<file path="src/rtl/snoop_bus_master.sv">
// snoop_bus_master
// Bus-side master stage used by the L2 controller to put one operation on the
// shared snoop bus. It drives the operation for one cycle, waits snoopDelay
// cycles, samples the snoop result and then either retries after a HITM
// back-off or returns the outcome with a MESI fill-state hint.
//
// Ports:
//   clk                    single clock, all state changes on the rising edge
//   rst_n                  synchronous active-low reset
//   reqValid / reqReady    request handshake (reqReady high only in IDLE)
//   reqOp                  8'h01 READ, 8'h02 WRITE, 8'h03 INVALIDATE, 8'h04 RWIM
//   reqAddr                line address
//   sharedBusOut           address driven to the bus
//   sharedOperationBusOut  operation driven to the bus, 8'h00 = idle
//   snoopBusIn             00 NOHIT, 01 HIT, 10 HITM, 11 reserved
//   respValid              one-cycle completion pulse
//   respSnoop              final sampled snoop result
//   respState              MESI fill state: I = 00, S = 01, E = 10, M = 11
//   respError              error flag, valid with respValid
//
// Optional feature macro: SNOOP_BUS_STATS_EN adds saturating 16-bit counters
// statHit, statHitm, statNohit and statRetry.

module snoop_bus_master #(
  parameter int lineSize      = 512,
  parameter int snoopDelay    = 2,
  parameter int backoffCycles = 4,
  parameter int maxRetries    = 3
) (
  input  logic                clk,
  input  logic                rst_n,
  input  logic                reqValid,
  output logic                reqReady,
  input  logic [7:0]          reqOp,
  input  logic [lineSize-1:0] reqAddr,
  output logic [lineSize-1:0] sharedBusOut,
  output logic [7:0]          sharedOperationBusOut,
  input  logic [1:0]          snoopBusIn,
  output logic                respValid,
  output logic [1:0]          respSnoop,
  output logic [1:0]          respState,
`ifdef SNOOP_BUS_STATS_EN
  output logic [15:0]         statHit,
  output logic [15:0]         statHitm,
  output logic [15:0]         statNohit,
  output logic [15:0]         statRetry,
`endif
  output logic                respError
);

  localparam logic [7:0] op_read   = 8'h01;
  localparam logic [7:0] op_write  = 8'h02;
  localparam logic [7:0] op_inval  = 8'h03;
  localparam logic [7:0] op_rwim   = 8'h04;
  localparam logic [7:0] snoop_dly = 8'(snoopDelay);
  localparam logic [7:0] back_dly  = 8'(backoffCycles);
  localparam logic [2:0] max_retry = 3'(maxRetries);

  typedef enum logic [2:0] {IDLE, ISSUE, WAIT, DECIDE, BACKOFF, RESP} state_t;

  state_t              state, next_state;
  logic [7:0]          op_q;
  logic [lineSize-1:0] addr_q;
  logic [7:0]          cnt;
  logic [2:0]          retries;
  logic [1:0]          snoop_q;

  logic                legal_op, read_like, snoop_hitm, can_retry;
  logic                decide_error;
  logic [1:0]          decide_state;
  logic [7:0]          op_next;
  logic [lineSize-1:0] addr_next;

  logic                ready_d, valid_d, error_d;
  logic [7:0]          bus_op_d;
  logic [lineSize-1:0] bus_addr_d;
  logic [1:0]          snoop_d, state_d;

  // Outcome of the DECIDE step, derived from the latched op and last sample.
  // An illegal op reaches DECIDE with snoop_q cleared, so it only errors.
  always_comb begin
    legal_op     = (op_q == op_read) || (op_q == op_write) ||
                   (op_q == op_inval) || (op_q == op_rwim);
    read_like    = (op_q == op_read) || (op_q == op_rwim);
    snoop_hitm   = (snoop_q == 2'b10);
    can_retry    = read_like && snoop_hitm && (retries < max_retry);
    decide_error = !legal_op || (snoop_q == 2'b11) ||
                   (snoop_hitm && (op_q == op_inval)) ||
                   (snoop_hitm && read_like && !can_retry);
    decide_state = 2'b00;
    if (!decide_error) begin
      case (op_q)
        op_read:  decide_state = (snoop_q == 2'b01) ? 2'b01 : 2'b10;
        op_rwim:  decide_state = 2'b11;
        op_inval: decide_state = 2'b11;
        default:  decide_state = 2'b00;
      endcase
    end
  end

  // State register plus latched request, counters and registered outputs.
  always_ff @(posedge clk) begin
    if (!rst_n) begin
      state                 <= IDLE;
      op_q                  <= 8'h00;
      addr_q                <= '0;
      cnt                   <= 8'd0;
      retries               <= 3'd0;
      snoop_q               <= 2'b00;
      reqReady              <= 1'b1;
      sharedOperationBusOut <= 8'h00;
      sharedBusOut          <= '0;
      respValid             <= 1'b0;
      respSnoop             <= 2'b00;
      respState             <= 2'b00;
      respError             <= 1'b0;
    end else begin
      state <= next_state;
      case (state)
        IDLE: begin
          if (reqValid) begin
            op_q    <= reqOp;
            addr_q  <= reqAddr;
            snoop_q <= 2'b00;
            retries <= 3'd0;
          end
        end
        ISSUE:   cnt <= 8'd1;
        WAIT: begin
          cnt <= cnt + 8'd1;
          if (cnt == snoop_dly) snoop_q <= snoopBusIn;
        end
        DECIDE: begin
          if (can_retry) begin
            retries <= retries + 3'd1;
            cnt     <= 8'd1;
          end
        end
        BACKOFF: cnt <= cnt + 8'd1;
        RESP:    retries <= 3'd0;
        default: ;
      endcase
      reqReady              <= ready_d;
      sharedOperationBusOut <= bus_op_d;
      sharedBusOut          <= bus_addr_d;
      respValid             <= valid_d;
      respSnoop             <= snoop_d;
      respState             <= state_d;
      respError             <= error_d;
    end
  end

  // Next-state logic. Illegal ops skip the bus entirely and go straight to
  // DECIDE so they respond on the following cycle.
  always_comb begin
    next_state = state;
    case (state)
      IDLE: begin
        if (reqValid) begin
          if ((reqOp >= op_read) && (reqOp <= op_rwim)) next_state = ISSUE;
          else                                           next_state = DECIDE;
        end
      end
      ISSUE:   next_state = WAIT;
      WAIT:    if (cnt == snoop_dly) next_state = DECIDE;
      DECIDE:  next_state = can_retry ? BACKOFF : RESP;
      BACKOFF: if (cnt == back_dly) next_state = ISSUE;
      RESP:    next_state = IDLE;
      default: next_state = IDLE;
    endcase
  end

  // Output values are computed from the next state so the registered outputs
  // line up with the state they describe. On acceptance the op and address
  // are not latched yet, so they are taken straight from the request.
  always_comb begin
    op_next    = (state == IDLE) ? reqOp : op_q;
    addr_next  = (state == IDLE) ? reqAddr : addr_q;
    ready_d    = (next_state == IDLE);
    bus_op_d   = (next_state == ISSUE) ? op_next : 8'h00;
    bus_addr_d = ((next_state == ISSUE) || (next_state == WAIT)) ? addr_next : '0;
    valid_d    = (next_state == RESP);
    snoop_d    = respSnoop;
    state_d    = respState;
    error_d    = respError;
    if (next_state == RESP) begin
      snoop_d = snoop_q;
      state_d = decide_state;
      error_d = decide_error;
    end
  end

`ifdef SNOOP_BUS_STATS_EN
  function automatic logic [15:0] sat_inc(input logic [15:0] v);
    return (v == 16'hFFFF) ? v : v + 16'd1;
  endfunction

  // Statistics only count real bus samples, never the illegal-op shortcut.
  always_ff @(posedge clk) begin
    if (!rst_n) begin
      statHit   <= 16'd0;
      statHitm  <= 16'd0;
      statNohit <= 16'd0;
      statRetry <= 16'd0;
    end else if ((state == DECIDE) && legal_op) begin
      if (snoop_q == 2'b01) statHit   <= sat_inc(statHit);
      if (snoop_q == 2'b10) statHitm  <= sat_inc(statHitm);
      if (snoop_q == 2'b00) statNohit <= sat_inc(statNohit);
      if (can_retry)        statRetry <= sat_inc(statRetry);
    end
  end
`endif

endmodule

</file>
<file path="config.mk">
export PLATFORM = sky130hd
export DESIGN_NAME = snoop_bus_master
export DESIGN_NICKNAME = d
export VERILOG_FILES = /design/src/rtl/snoop_bus_master.sv
export SDC_FILE = /design/constraint.sdc
export NUM_CORES = 2
export LEC_CHECK = 0
export BUFFER_PORTS_ARGS = -buffer_cell sky130_fd_sc_hd__buf_2
export CAP_MARGIN = 10
export CORE_AREA = 3 3 405 407
export DETAILED_ROUTE_END_ITERATION = 6
export DIE_AREA = 0 0 408 410
export PLACE_DENSITY = 0.46
export SLEW_MARGIN = 30
export SYNTH_ARGS = -nofsm -noshare
export SYNTH_HDL_FRONTEND = slang
export SYNTH_SLANG_ARGS = --single-unit
</file>
<file path="constraint.sdc">
create_clock -name clk -period 1.92 [get_ports clk]
set_input_delay 0.096 -clock clk [delete_from_list [all_inputs] [get_ports clk]]
set_output_delay 0.096 -clock clk [all_outputs]
set_load 0.05 [all_outputs]
</file>
==> metrics <==
worst endpoint required time=2.54 ns; Setup Skew=0.0329 ns; # placed instances=7376; setup ws final=-0.404 ns; VDD IR-drop max=0.777 mV; wire length per cell=20.1 µm; largest fanout on the critical path=34; drt pass-1 iters=5; r2r startpoint=cnt[6]$_SDFFE_PN0P_; crit end category=flip-flop; Final nets=6400; top-level I/O count=1052; final setup fails=624; total gr overflow=0; Cell Pwr Density=1120 mW/mm²; antenna violations before repair=12; Yosys reg bits=1063; Std-Cell Rows=147; Hold Fails Final Rpt=0; top cell type by total area after synthesis=dfxtp_1; Post-DP HPWL=117000 µm; failing checks=setup timing; core outline area=0.161 mm²; TritonCTS clock tree=yes; HP Start=reqAddr[337]; detailed router's first-iteration violation count=1768; Die W=408 µm; cell count after synthesis=4226; register area share after synthesis=0.489; I/O Buffers=1051; YS warnings=0; Worst EP arrival=2.94 ns; Mean Syn Cell Area=10.3 µm²; Hold Crit Class=in2reg; share of cells above drive strength 1=0.354; met2 Use GR=0.323; Via density=4.51; DP Area=0.0531 mm²; Synth Flop Type=dfxtp_1; Peak Freq=430 MHz; TritonCTS sink count=1063; Worst-path clk slew=0.06 ns; RSZ-0062 raised after global routing=true; grt met3 use=0.0409; Min-Delay Path Depth=4; period utilization=1.21; outcome=finished with violations; die area=0.167 mm²; max cap viols=0; Rel. slew slack=0.535; post-synthesis async set-or-reset flop share=0; share of the synthesized area in the top cell type=0.489; Slew @ Worst Pin=0.698 ns; Slew Viols, Final=0; Num CTS Buffers=120; H-Tree Depth=3; via count=36700; Post-route DRC=0; Post-synth EDFFs=0; worst setup path category=reg2reg; Syn Std Cell Area=0.0435 mm²; post-synth net total=4755; synth top area cells=dfxtp_1 (49%), nor4_2 (14%), mux2i_1 (12%); CP Launch Type=flip-flop; Initial Util=0.271; first-pass GRT wire length=242000 µm; largest net degree at the start of global routing=134; placer congestion estimate=0.814; GRT Util Overall=0.187; Total Wirelength=164000 µm; Hold EP=addr_q[337]$_SDFFE_PN0P_; Area Overhead vs Synth=44.9%; Die H=410 µm; final antenna-violating net count=0; worst reg-to-reg path cell count=7; reg-to-reg endpoint=sharedBusOut[293]$_SDFF_PN0_; Setup Total Neg Slack=-146.57 ns; Non-Filler Instances=8140; min Tclk post-route=2.32 ns; Yosys cell types=45; Worst R2R Setup Slack=-0.40 ns; Clock Latency Late Sink=0.72 ns; Pleak=26.5 nW; count leader, synth=nand2_1; vias in the first global route=36900; most instantiated cells after synthesis=nand2_1 (1077), dfxtp_1 (1063), a21boi_0 (525); Max clock buf depth=3; Root Buffer=clkbuf_16; final hold slack=0.175 ns; GRT busiest layer=met2; Finished Cell Area=0.0630 mm²; GRT met1 Usage=0.232; Fill cells=15900
[worst max path at each step]
stage | start | to | slack, ns | cells past startpoint
detailed placement | cnt[6]$_SDFFE_PN0P_ | sharedBusOut[224]$_SDFF_PN0_ | -0.35 | 7
global placement | cnt[6]$_SDFFE_PN0P_ | sharedBusOut[224]$_SDFF_PN0_ | -0.35 | 7
floorplan | state[1]$_SDFF_PN0_ | sharedBusOut[111]$_SDFF_PN0_ | -0.03 | 11
CTS | cnt[6]$_SDFFE_PN0P_ | sharedBusOut[353]$_SDFF_PN0_ | -0.34 | 7
finish | cnt[6]$_SDFFE_PN0P_ | sharedBusOut[293]$_SDFF_PN0_ | -0.40 | 7
global route | cnt[6]$_SDFFE_PN0P_ | sharedBusOut[358]$_SDFF_PN0_ | -0.43 | 8
[kinds of logic after synthesis]
logic type | count (synthesis) | share of synthesized area
XOR/XNOR | 8 | 0.00161
flip-flops | 1063 | 0.489
adder cells (fa/ha/maj) | 4 | 0.00115
buffers and inverters | 416 | 0.0487
AND/OR/NAND/NOR | 1652 | 0.244
AO/OA/AOI/OAI | 571 | 0.0971
multiplexers | 512 | 0.118
[flip-flops by register name (all words and copies together) (netlist names)]
name	flops
addr_q	512
state	3
cnt	8
respState	2
respError	1
snoop_q	2
sharedOperationBusOut	8
sharedBusOut	512
retries	3
op_q	8
respSnoop	2
respValid	1
reqReady	1
[per-layer routing]
metal / part of all wire / wire length, µm
met4: 0.030 / 4930
met5: 0.000055 / 9
met3: 0.051 / 8310
met1: 0.43 / 71300
met2: 0.48 / 79400
[cell usage in the layout, fill, tap and decap left out, types with 9 or more instances in the layout]
master | synthesis | final
diode_2 | 0 | 11
clkbuf_16 | 0 | 129
dlygate4sd3_1 | 0 | 525
buf_16 | 0 | 9
nor4_1 | 34 | 22
dfxtp_1 | 1063 | 1062
nor4_2 | 480 | 489
o21ai_0 | 9 | 9
buf_12 | 0 | 75
buf_6 | 28 | 23
a21oi_1 | 22 | 22
mux2i_1 | 512 | 512
clkbuf_8 | 0 | 32
bufinv_16 | 0 | 9
nand2_1 | 1077 | 1076
clkbuf_1 | 233 | 22
buf_4 | 63 | 245
a21boi_0 | 525 | 525
buf_2 | 87 | 1050
nor2_1 | 13 | 12
clkinv_2 | 0 | 22
[critical path, stage by stage (launching register included)]
cell       delay [ns]
dfxtp_1          0.31
or4_4            0.54
buf_4            0.16
o31ai_4          0.22
nand3_4          0.13
buf_12           0.20
clkbuf_16        0.31
nor4_2           0.26
[what timing repair did]
item,CTS,global route
hold buffers,525,0
buffers inserted,1,1
pin swaps,1,0
endpoints found under the hold margin,1056,0
cloned,0,6
setup endpoints to repair,641,870
resized for setup,14,36
[where the power goes]
part	internal [mW]	switching, mW	total (mW)
clock network	14.2	9.72	23.9
logic	7.40	13.8	21.2
registers	24.3	1.10	25.4
[metrics by stage]
stage	total power, mW	util	setup WS (ns)
floorplan	39.7	-	-0.0333
detailed placement	46.0	0.331	-0.350
global placement	46.0	0.331	-0.348
CTS	71.2	0.390	-0.340
finish	70.5	0.392	-0.404
global route	73.5	0.392	-0.433
[area by class of cell]
class | instances | area [µm²] | area share
multi-input combinational | 2747 | 20300 | 0.322
clock buffer | 177 | 3600 | 0.0572
inverter | 4 | 15.0 | 0.000238
clock inverter | 43 | 571 | 0.00906
tap | 2160 | 2700 | 0.0429
timing repair buffer | 1935 | 14500 | 0.231
antenna | 11 | 27.5 | 0.000437
sequential | 1063 | 21300 | 0.338
Power figures use the tool's default switching activity.
